===== src/rtl/hpdcache_victim_sel_multi.sv =====
// Victim-way selector for the HPDcache refill path: one-hot victim chosen combinationally from
// per-way directory state under a runtime-selectable policy, with way locking and eviction stats.
module hpdcache_victim_sel_multi #(
  parameter int unsigned SETS       = 128,
  parameter int unsigned WAYS       = 4,
  parameter int unsigned LFSR_WIDTH = 8,
  parameter int unsigned CNT_WIDTH  = 16
) (
  input  logic                    clk_i,
  input  logic                    rst_i,
  input  logic [1:0]              mode_i,
  input  logic                    sel_victim_i,
  input  logic [$clog2(SETS)-1:0] sel_set_i,
  input  logic [WAYS-1:0]         sel_dir_valid_i,
  input  logic [WAYS-1:0]         sel_dir_dirty_i,
  input  logic [WAYS-1:0]         sel_dir_fetch_i,
  input  logic [WAYS-1:0]         lock_i,
  input  logic                    cnt_clr_i,
  output logic [WAYS-1:0]         sel_victim_way_o,
  output logic                    sel_none_o,
  output logic                    sel_dirty_o,
  output logic [CNT_WIDTH-1:0]    dirty_evict_cnt_o
);

  localparam int unsigned IdxW = $clog2(WAYS);

  localparam logic [1:0] ModeRandom     = 2'd0;
  localparam logic [1:0] ModeRoundRobin = 2'd1;

  // Feedback tap masks (bit = tap - 1) for the supported LFSR widths.
  localparam logic [31:0] TapsAll = (LFSR_WIDTH == 8)  ? 32'h0000_00B8 :
                                    (LFSR_WIDTH == 16) ? 32'h0000_B400 :
                                                         32'h8020_0003;
  localparam logic [LFSR_WIDTH-1:0] Taps = TapsAll[LFSR_WIDTH-1:0];

  typedef logic [WAYS-1:0] way_vec_t;
  typedef logic [IdxW-1:0] way_idx_t;

  function automatic way_vec_t first_oh(input way_vec_t v);
    way_vec_t r;
    r = '0;
    for (int i = WAYS - 1; i >= 0; i--) begin
      if (v[i]) begin
        r    = '0;
        r[i] = 1'b1;
      end
    end
    return r;
  endfunction

  function automatic way_idx_t oh_to_idx(input way_vec_t v);
    way_idx_t r;
    r = '0;
    for (int i = 0; i < WAYS; i++) begin
      if (v[i]) r = way_idx_t'(i);
    end
    return r;
  endfunction

  logic [LFSR_WIDTH-1:0] lfsr_q, lfsr_d;
  logic [CNT_WIDTH-1:0]  cnt_q, cnt_d;
  way_idx_t              ptr_q [SETS];
  way_idx_t              ptr_d;
  logic                  ptr_we;

  way_vec_t elig, unused_v, clean_v, dirty_v, cand_oh, victim;
  way_idx_t cand_idx;
  logic     cand_en, from_unused, accept, lfsr_fb;

  always_comb begin
    elig     = ~sel_dir_fetch_i & ~lock_i;
    unused_v = elig & ~sel_dir_valid_i;
    clean_v  = elig & sel_dir_valid_i & ~sel_dir_dirty_i;
    dirty_v  = elig & sel_dir_valid_i & sel_dir_dirty_i;

    cand_en  = (mode_i == ModeRandom) || (mode_i == ModeRoundRobin);
    cand_idx = (mode_i == ModeRandom) ? lfsr_q[IdxW-1:0] : ptr_q[sel_set_i];
    cand_oh  = '0;
    cand_oh[cand_idx] = 1'b1;

    victim      = '0;
    from_unused = 1'b0;
    if (|unused_v) begin
      victim      = first_oh(unused_v);
      from_unused = 1'b1;
    end else if (cand_en && |(cand_oh & elig & sel_dir_valid_i)) begin
      victim = cand_oh;
    end else if (|clean_v) begin
      victim = first_oh(clean_v);
    end else if (|dirty_v) begin
      victim = first_oh(dirty_v);
    end
  end

  assign sel_victim_way_o  = victim;
  assign sel_none_o        = ~|victim;
  assign sel_dirty_o       = |(victim & sel_dir_valid_i & sel_dir_dirty_i);
  assign dirty_evict_cnt_o = cnt_q;

  // Filling an unused way consumes no policy state, so neither LFSR nor pointer advances.
  always_comb begin
    accept  = sel_victim_i & ~sel_none_o;
    lfsr_fb = ^(lfsr_q & Taps);
    lfsr_d  = (accept && !from_unused) ? {lfsr_q[LFSR_WIDTH-2:0], lfsr_fb} : lfsr_q;
    ptr_we  = accept && !from_unused && (mode_i == ModeRoundRobin);
    ptr_d   = oh_to_idx(victim) + way_idx_t'(1);
    if (cnt_clr_i) begin
      cnt_d = '0;
    end else if (accept && sel_dirty_o && !(&cnt_q)) begin
      cnt_d = cnt_q + CNT_WIDTH'(1);
    end else begin
      cnt_d = cnt_q;
    end
  end

  always_ff @(posedge clk_i) begin
    if (rst_i) begin
      lfsr_q <= LFSR_WIDTH'(1);
      cnt_q  <= '0;
      for (int s = 0; s < SETS; s++) begin
        ptr_q[s] <= '0;
      end
    end else begin
      lfsr_q <= lfsr_d;
      cnt_q  <= cnt_d;
      if (ptr_we) ptr_q[sel_set_i] <= ptr_d;
    end
  end

endmodule


===== config.mk =====
export PLATFORM = sky130hd
export DESIGN_NAME = hpdcache_victim_sel_multi
export DESIGN_NICKNAME = d
export VERILOG_FILES = /design/src/rtl/hpdcache_victim_sel_multi.sv
export SDC_FILE = /design/constraint.sdc
export NUM_CORES = 1
export LEC_CHECK = 0
export CAP_MARGIN = 30
export CORE_MARGIN = 4
export CORE_UTILIZATION = 40
export CTS_BUF_LIST = sky130_fd_sc_hd__clkbuf_8 sky130_fd_sc_hd__clkbuf_16
export DETAILED_ROUTE_END_ITERATION = 8
export GPL_TIMING_DRIVEN = 0
export HOLD_SLACK_MARGIN = 0.12
export PLACE_DENSITY = 0.56
export RECOVER_POWER = 50
export SLEW_MARGIN = 20
export SYNTH_ARGS = -nofsm -noshare
export SYNTH_HDL_FRONTEND = slang
export SYNTH_SLANG_ARGS = --single-unit

===== constraint.sdc =====
create_clock -name clk_i -period 6.5 [get_ports clk_i]
set_clock_uncertainty 0.05 [all_clocks]
set_input_delay 1.3 -clock clk_i [delete_from_list [all_inputs] [get_ports clk_i]]
set_output_delay 1.3 -clock clk_i [all_outputs]
set_load 0.1 [all_outputs]

# Yosys cells after proc, flatten, opt, wreduce, memory -nomap -nowiden
# Memory sizes are Yosys's and may differ from the RTL's.
# Index checks and enable logic that the tools add are counted.
# classes
add_sub_neg	2
n_lt_le_gt_ge	2
n_eq_ne	1
mux	31
bitwise_logic	14
n_reduce_logical	21
# op_table
op	n
2-to-1 mux 4 bit	16
AND 4 bit	9
OR reduction 4 bit	6
adder 16 x 1 -> 16 bit (second input constant)	1
NOT 4 bit	4
AND reduction 16 bit	1
2-to-1 mux 1 bit	9
2-to-1 mux 2 bit	4
parity 8 bit	1
2-to-1 mux 7 bit	1
logical AND 1 bit	6
OR reduction 2 bit	2
zero test 1 bit	3
< comparator 2 x 3 -> 1 bit (second input constant)	1
adder 2 x 1 -> 2 bit (second input constant)	1
demux 1 bit (select 2 bit)	1
== test 2 x 1 -> 1 bit (second input constant)	1
greater-or-equal comparator 2 x 1 -> 1 bit (second input constant)	1
zero test 2 bit	1
AND 1 bit	1
logical OR 1 bit	1
# totals
regBits	24
ramBits	256
inputBits	29
out_inout_bits	22
word_cells	74
mem_count	1
# memory_table
memory	depth	word_bits	rd	rd_clocked_by_memory_dff	write_ports	line_no	source
ptr_q	128	2	1	0	128	62	way_idx_t ptr_q [SETS];

# Logic depth before layout (Yosys ltp)
# Gate-level depths: netlist of the first run.
# logic_depth
depth_word	21
ltp_mapped	18
ltp_nobuf	12

# Worst setup path after synthesis of the first run
# Ideal clock, no wire load.
# synth_path
kind	input to output
from	in sel_set_i[0]
to	out sel_victim_way_o[0]
arrival_time_ps	5344
t_required_ps	5150
path_slack_ps	-194
stages	12
path_buffers	3
cell_sequence	buf_4 -> buf_6 -> nor2_2 -> buf_2 -> nand3_1 -> o2111ai_1 -> o211ai_1 -> o211a_2 -> a211o_1 -> a21oi_1 -> nor3_2 -> o21ai_0
# synth_via
elab_chain_len	12
word_cells_on_any_way	13
classes_between	order compare: 2; mux: 5; bitwise: 2; reduce/logical: 3; memory: 1
# synth_rtl
item	line_no	source
start, declared	13	input logic [$clog2(SETS)-1:0] sel_set_i,
memory (128 x 2 bit) (*)	-	
2-to-1 mux 2 bit (*)	77	cand_idx = (mode_i == ModeRandom) ? lfsr_q[IdxW-1:0] : ptr_q[sel_set_i];
< comparator 2 x 3 -> 1 bit (implied by the code) or greater-or-equal comparator 2 x 1 -> 1 bit (tied branches)	79	cand_oh[cand_idx] = 1'b1;
logical AND 1 bit (implied by the code)	79	
2-to-1 mux 1 bit (implied by the code)	79	
demux 1 bit (select 2 bit) (*)	79	
AND 4 bit (2 in series)	86	end else if (cand_en && |(cand_oh & elig & sel_dir_valid_i)) begin
OR reduction 4 bit	86	
logical AND 1 bit	86	
2-to-1 mux 4 bit (*)	86	
2-to-1 mux 4 bit (*)	83	if (|unused_v) begin
end, declared	19	output logic [WAYS-1:0] sel_victim_way_o,
# Every way passes the cells marked *; elsewhere a longest branch is shown, timed or not.

# Final worst setup path of the first run
# layout_path
from	in sel_set_i[2]
to	out sel_none_o
# layout_via
elab_chain_len	14
word_cells_on_any_way	15
classes_between	order compare: 2; mux: 5; bitwise: 2; reduce/logical: 5; memory: 1
# layout_rtl
item	line_no	source
memory (128 x 2 bit) (*)	-	
2-to-1 mux 2 bit (*)	77	
< comparator 2 x 3 -> 1 bit (implied by the code) or greater-or-equal comparator 2 x 1 -> 1 bit (tied branches)	79	
logical AND 1 bit (implied by the code)	79	
2-to-1 mux 1 bit (implied by the code)	79	
demux 1 bit (select 2 bit) (*)	79	
AND 4 bit (2 in series)	86	
OR reduction 4 bit	86	
logical AND 1 bit	86	
2-to-1 mux 4 bit (*)	86	
2-to-1 mux 4 bit (*)	83	
OR reduction 4 bit (*)	96	assign sel_none_o = ~|victim;
zero test 1 bit (*)	96	
end, declared	20	output logic sel_none_o,
# Marked as above.

==> key figures, run 1 <==
Global route
  – First-pass GRT wire length: 87.98 mm
  – Vias in the first global route: between 10,000 and 15,000
  – Grt total ovfl: 0
  – All-layer global routing usage: 0.2938
  – Pin count of the biggest net entering global routing: 13
  – Initial antenna violation count: 1

Outcome
  – Status: finished with violations
  – Failing checks: capacitance limit, slew limit, setup timing

CTS
  – H-tree depth: 2
  – CTS Buffer Depth: 3
  – Root Buffer Master: clkbuf_16
  – Cts bufs inserted: 34
  – CTS tree: done
  – Clock-pin slew on the worst setup and hold paths: approximately 0.050 ns
  – Hold_buf cts: 0
  – CTS Sinks: between 200 and 300
  – Worst skew pair latency: between 0.5 and 0.6 ns

Pwr
  – Clk pwr share: 0.411
  – P_int: 0.003263 W
  – Sequential share of power: 0.450
  – Switch share: 0.2743
  – Combinational share of power: 0.139
  – Net switching power: 0.001234 W
  – Peak supply drop: 0.2227 mV
  – Leakage power: between 5 and 6 nW
  – Power per Cell Area: 259.3 nW/um2

Detailed routing
  – Vias/cell: 6.558
  – Final WL: approximately 63 mm
  – Via count: 13,370
  – DRT antenna net count: 0
  – Drt wl/cell: 30.80 um
  – Drt drc: 0
  – DRT Pass-1 Iters: 6
  – Initial drt markers: 1,783

Timing
  – Endpoints failing setup: 1
  – Final setup margin: -0.03452 ns
  – Post-route setup TNS: -0.03452 ns
  – RSZ-0062 raised after global routing: false
  – Minimum clock period: 6.535 ns
  – Slew Limit Fails: 10
  – Slew @ Worst Pin: 1.523 ns
  – Max_slew headroom: -0.02854
  – Fmax: 153.0 MHz
  – Final hold vios: 0
  – Final period util: 1.005

Worst setup path
  – CP peak stage delay: 0.49 ns
  – WP depth: 14
  – Crit path from: sel_set_i[2]
  – Reg2reg end: ptr_q[10][1]
  – Setup crit end: sel_none_o
  – Crit path capture type: primary output
  – Data required time of the worst path: 5.15 ns
  – Worst path slowest cell: o21ai_0
  – Flop2flop setup slack: 1.42 ns
  – Family with the most delay on the worst path: compound AO/OA/AOI/OAI gates
  – Path depth of the worst reg2reg path: 14
  – RR Startpoint: ptr_q[39][1]
  – Setup CP Type: in -> out
  – Buf/Inv on CP: 6
  – WP data arrival: 5.18 ns
  – Critical-path cell list: buf_6 > buf_4 > inv_2 > buf_2 > a221oi_1 > o21ai_0 > o211ai_1 > o211a_2 > a211o_1 > a21o_1 > a311oi_2 > o211ai_4 > inv_2 > buf_6
  – Worst-path maximum fanout: 10
  – Worst setup SP type: input port

Run
  – Max-cap viol count: 1

Die
  – IO Count: 51
  – Die height: between 200 and 250 um
  – Initial Util: 0.4092
  – Site Rows: 70
  – Core outline area: about 37,000 um2
  – Horiz. Die Dim: 202.2 um
  – Full die area: 40,890 um2

Yosys
  – Post-synth top flop: edfxtp_1
  – Syn Area/Cell: roughly 11 um2
  – EDFF count, synth: 256
  – Post-synthesis sequential area ratio: 0.5414
  – Cells after Synth: 1,419
  – Yosys reg bits: 280
  – Net Count, Synth: 1,449
  – Synth async-reset ratio: 0
  – Synth Cell Area: 15,090 um2
  – Synth Warn #: 0
  – Unique cell type count in the Yosys netlist: 78

Place
  – Gpl congestion: 0.9546
  – Post-DP HPWL: around 43 mm
  – I/O Buffers: 45
  – Placed cell area: between 15,000 and 20,000 um2

Final layout
  – Design area: 17,340 um2
  – Share of layout cells above drive strength 1: 0.1193
  – Area delta synth->final: 14.95%
  – Ant diodes: 0
  – Core Util, Final: 0.4703
  – Final nets: 1,538

Hold path
  – Worst hold start: lfsr_q[6]
  – Hold crit path type: reg -> reg
  – Hold depth: 2
## cell usage in the layout (no fill, tap or decap), drive strengths merged, types with 7 or more instances in the layout
cell type / Yosys / layout
buf: 64 / 51
a22oi: 7 / 7
a31o: 131 / 131
o21ai: 44 / 44
clkdlybuf4s50: 0 / 21
inv: 11 / 25
or3: 11 / 11
a221oi: 34 / 34
o22ai: 27 / 27
dfxtp: 24 / 24
o211ai: 7 / 7
nand2: 120 / 120
nor2: 191 / 191
a21oi: 27 / 27
a31oi: 10 / 10
clkbuf: 86 / 153
edfxtp: 256 / 256
o31ai: 8 / 8
dlygate4sd3: 0 / 16
mux2i: 52 / 52
nand3: 31 / 31
and3: 9 / 9
nand2b: 15 / 15
or2: 10 / 10
nor3: 134 / 134
mux2: 17 / 17
## power groups by stage
stage                     combinational (W)  clock, W  sequential, W
after floorplan                    0.000369         0        0.00205
after global placement             0.000603         0        0.00206
after detailed placement           0.000605         0        0.00206
after CTS                          0.000612   0.00185        0.00202
after global routing               0.000637   0.00192        0.00203
final                              0.000625   0.00185        0.00202
## cells in the mapped netlist, drive strengths merged, types with 10 or more instances
master / count / area, um2
a21oi: 27 / 135.1
nor2: 191 / 721.9
a221oi: 34 / 304.0
clkbuf: 86 / 322.8
o22ai: 27 / 175.2
nand3: 31 / 155.2
nor3: 134 / 675.7
nand2: 120 / 450.4
mux2: 17 / 191.4
a31oi: 10 / 68.81
nand2b: 15 / 93.84
mux2i: 52 / 520.5
edfxtp: 256 / 7687
o21ai: 44 / 220.2
a31o: 131 / 1147
buf: 64 / 451.7
or2: 10 / 62.57
inv: 11 / 41.29
dfxtp: 24 / 480.5
or3: 11 / 68.82
## sequential cells by signal, indices dropped and copies added, names as in the netlist
signal             count
ptr_q                256
dirty_evict_cnt_o     16
lfsr_q                 8
## kinds of logic (layout without fill, tap and decap cells)
group,count (synthesis),count (layout),share of synthesized area
muxes,75,75,0.05615
buffers and inverters,161,276,0.05407
adders and majority gates,1,1,0.0008292
AOI/OAI and AO/OA,341,341,0.1766
and+or+nand+nor,557,557,0.1687
DFF,280,280,0.5414
xor gates and xnor gates,4,4,0.002323
## worst register-to-register path, cell delays in order, from the launching register on
cell and delay [ns]:
edfxtp_1 0.38, mux2_1 0.33, a221oi_1 0.41, a21oi_1 0.16
a32oi_1 0.30, o22ai_2 0.21, o31ai_4 0.37, o211ai_2 0.21
and4_4 0.24, o211ai_4 0.30, inv_2 0.15, nor2_1 0.28
clkbuf_1 0.35, clkbuf_1 0.74, a31o_1 0.32
## how the worst min path moves through the flow
stage / to / slack (ns)
after floorplan: lfsr_q[3] / 0.39
after global placement: lfsr_q[7] / 0.40
after detailed placement: lfsr_q[7] / 0.41
after CTS: lfsr_q[7] / 0.41
after global routing: lfsr_q[3] / 0.44
final: lfsr_q[7] / 0.41
## through the flow
stage | hold WS [ns] | total power (W) | setup slack [ns] | cells
2_1_floorplan | 0.3903 | 0.002422 | -0.1943 | 1419
3_3_place_gp | 0.3966 | 0.002662 | -1.457 | 1968
3_5_place_dp | 0.4059 | 0.002665 | -1.451 | 1974
4_1_cts | 0.4141 | 0.004484 | 0.03331 | 2036
5_1_grt | 0.4366 | 0.004585 | 0.01269 | 2038
6_report | 0.4090 | 0.004497 | -0.03452 | 2038
## final cells by class
class	instances	area [um2]
Clock inverter	22	116.4
Multi-Input combinational cell	978	6186
Inverter	11	41.29
Timing Repair Buffer	57	565.5
Tap cell	504	630.6
Sequential cell	280	8168
Buffer	146	668.1
Fill cell	3477	19530
Clock buffer	40	967.2
## routing by layer
layer | part of all wire | track usage
met3 | 0.13 | 0.08230
met2 | 0.43 | 0.4360
met4 | 0.061 | 0.1547
met1 | 0.38 | 0.3927
met5 | 0 | 0
## timing repair
item	CTS	global route
setup buffers	3	0
gates resized for setup	54	15
pin swaps	2	1
endpoints found under the setup margin	6	6
(Power assumes the default switching activity.)
==> run 2: changes to the inputs <==
--- a/config.mk
+++ b/config.mk
@@ -5,7 +5,7 @@
 export SDC_FILE = /design/constraint.sdc
 export NUM_CORES = 1
 export LEC_CHECK = 0
-export CAP_MARGIN = 30
+export CAP_MARGIN = 20
 export CORE_MARGIN = 4
 export CORE_UTILIZATION = 40
 export CTS_BUF_LIST = sky130_fd_sc_hd__clkbuf_8 sky130_fd_sc_hd__clkbuf_16
==> key figures, run 2 (synthesis gave the netlist of run 1 again) <==
CTS
  – CTS Sinks: 280
  – Worst skew pair latency: 0.55 ns
  – H-tree depth: 2
  – Clock-pin slew on the worst setup and hold paths: ~0.060 ns
  – CTS tree: done
  – CTS Buffer Depth: 3
  – Cts bufs inserted: 35
  – Root Buffer Master: clkbuf_16

Detailed routing
  – Vias/cell: 6.573
  – Initial drt markers: 1,653
  – Drt drc: 0
  – Final WL: 63.61 mm
  – DRT Pass-1 Iters: 6
  – DRT antenna net count: 0
  – Drt wl/cell: 31.34 um
  – Via count: 13,340

Global route
  – Grt total ovfl: 0
  – First-pass GRT wire length: just under 90 mm
  – Initial antenna violation count: 2
  – Pin count of the biggest net entering global routing: 13
  – All-layer global routing usage: 0.2991
  – Vias in the first global route: 12,920

Place
  – DP Worst Slack: -1.430 ns
  – Gpl congestion: 0.9546
  – Post-DP HPWL: between 40 and 50 mm
  – I/O Buffers: 45
  – Placed Instances: 1,968

Timing
  – Final hold vios: 0
  – Endpoints failing setup: 0
  – Slew Limit Fails: 0
  – Final setup margin: 0.01594 ns
  – Fmax: 154.2 MHz
  – Slew @ Worst Pin: 1.213 ns
  – Max_slew headroom: 0.1916
  – RSZ-0062 raised after global routing: true
  – Minimum clock period: 6.484 ns
  – Final period util: 0.9975

Pwr
  – Peak supply drop: approximately 0.17 mV
  – Sequential share of power: 0.440
  – Total power: 0.004601 W
  – Clk pwr share: 0.422
  – Switch share: 0.2754
  – Net switching power: approximately 0.0013 W
  – Power per Cell Area: 265.1 nW/um2
  – P_int: 0.003334 W
  – Leakage power: 5.731 nW
  – Combinational share of power: 0.139

Worst setup path
  – Flop2flop setup slack: 1.91 ns
  – Data required time of the worst path: 5.15 ns
  – WP data arrival: 5.13 ns
  – Worst setup SP type: input port
  – Setup crit end: sel_none_o
  – RR Startpoint: ptr_q[39][1]
  – Crit path capture type: primary output
  – Reg2reg end: ptr_q[99][1]
  – Path depth of the worst reg2reg path: 13
  – Crit path from: sel_set_i[1]
  – Worst-path maximum fanout: 10
  – Setup CP Type: in -> out

Hold path
  – Hold depth: 2
  – Hold crit path type: reg -> reg

Die
  – IO Count: 51
  – Core outline area: between 30,000 and 40,000 um2
  – Site Rows: 70
  – Initial Util: 0.4092
  – Horiz. Die Dim: 202.2 um
  – Die height: around 200 um
  – Full die area: 40,890 um2

Final layout
  – Non-filler instance count after layout: around 2,000
  – Area delta synth->final: 15.05%
  – Most frequent cells in the layout: edfxtp_1, nor2_1, nor3_1, nand2_1, a31o_1
  – Commonest non-fill, non-tap cell in the layout: edfxtp_1
  – Share of layout cells above drive strength 1: 0.1292
  – Largest register by flop count: ptr_q
  – Max FFs per register: 256
  – Final nets: around 1,500

Outcome
  – Status: finished, final reports clean

Run
  – Max-cap viol count: 0
run 2: cell count changes in the layout (fill, tap and decap cells not counted), sizes merged:
cell / change
clkinvlp: -1
buf: +21
bufinv: +2
clkbuf: -33
clkinv: +2
diode: +1
run 2: critical path, stage by stage:
cell           delay [ns]
dlygate4sd2_1        0.33
buf_4                0.22
nor2_4               0.28
buf_2                0.43
nand3_1              0.13
o2111ai_1            0.19
o211ai_1             0.27
o211a_2              0.41
a211o_1              0.32
a21o_1               0.25
a311oi_2             0.37
o211ai_4             0.17
inv_2                0.19
buf_6                0.25
run 2: cell type report:
type	instances	area [um2]
antenna	1	2.502
buffer	147	772.0
clock buffer	38	939.7
clock inverter	25	181.4
fill	3490	19520
inverter	11	41.29
multi-input combinational	978	6182
sequential	280	8168
tap	504	630.6
timing repair buffer	46	440.4
run 2: how the worst min path moves through the flow:
stage,startpoint,end,slack (ns)
floorplan,lfsr_q[2],lfsr_q[3],0.39
global placement,lfsr_q[6],lfsr_q[7],0.40
detailed placement,lfsr_q[6],lfsr_q[7],0.41
CTS,lfsr_q[2],lfsr_q[3],0.41
global route,lfsr_q[2],lfsr_q[3],0.44
finish,lfsr_q[2],lfsr_q[3],0.41
run 2: power groups by stage:
stage,Sequential (W),Clock (W),Combinational [W]
floorplan,0.00205,0,0.000369
global placement,0.00206,0,0.000603
CTS,0.00202,0.00194,0.000610
finish,0.00202,0.00194,0.000639
detailed placement,0.00206,0,0.000605
global route,0.00203,0.00202,0.000649
run 2: what timing repair did:
action                     4_1_cts  5_1_grt
gates resized for setup         46       19
buffers inserted                 1        0
pin swaps                        4        1
gates cloned                     0        0
hold buffers                     0        0
setup endpoints to repair        6        6
run 2: metal layers:
layer / share of wire / global-route usage / wire (um)
met4: 0.065 / 0.1639 / 4109
met1: 0.38 / 0.3927 / 24110
met2: 0.42 / 0.4405 / 26830
met5: 0.00053 / 0 / 34
met3: 0.13 / 0.09466 / 8520
run 2: metrics by stage:
step	TNS, ns	area (um2)	hold slack (ns)	utilization
2_1_floorplan	-0.5830	15090	0.3903	-
3_3_place_gp	-68.41	16170	0.3966	0.4385
3_5_place_dp	-62.58	16180	0.4073	0.4387
4_1_cts	0	17330	0.4125	0.4699
5_1_grt	-0.01795	17360	0.4385	0.4707
6_report	0	17360	0.4072	0.4708
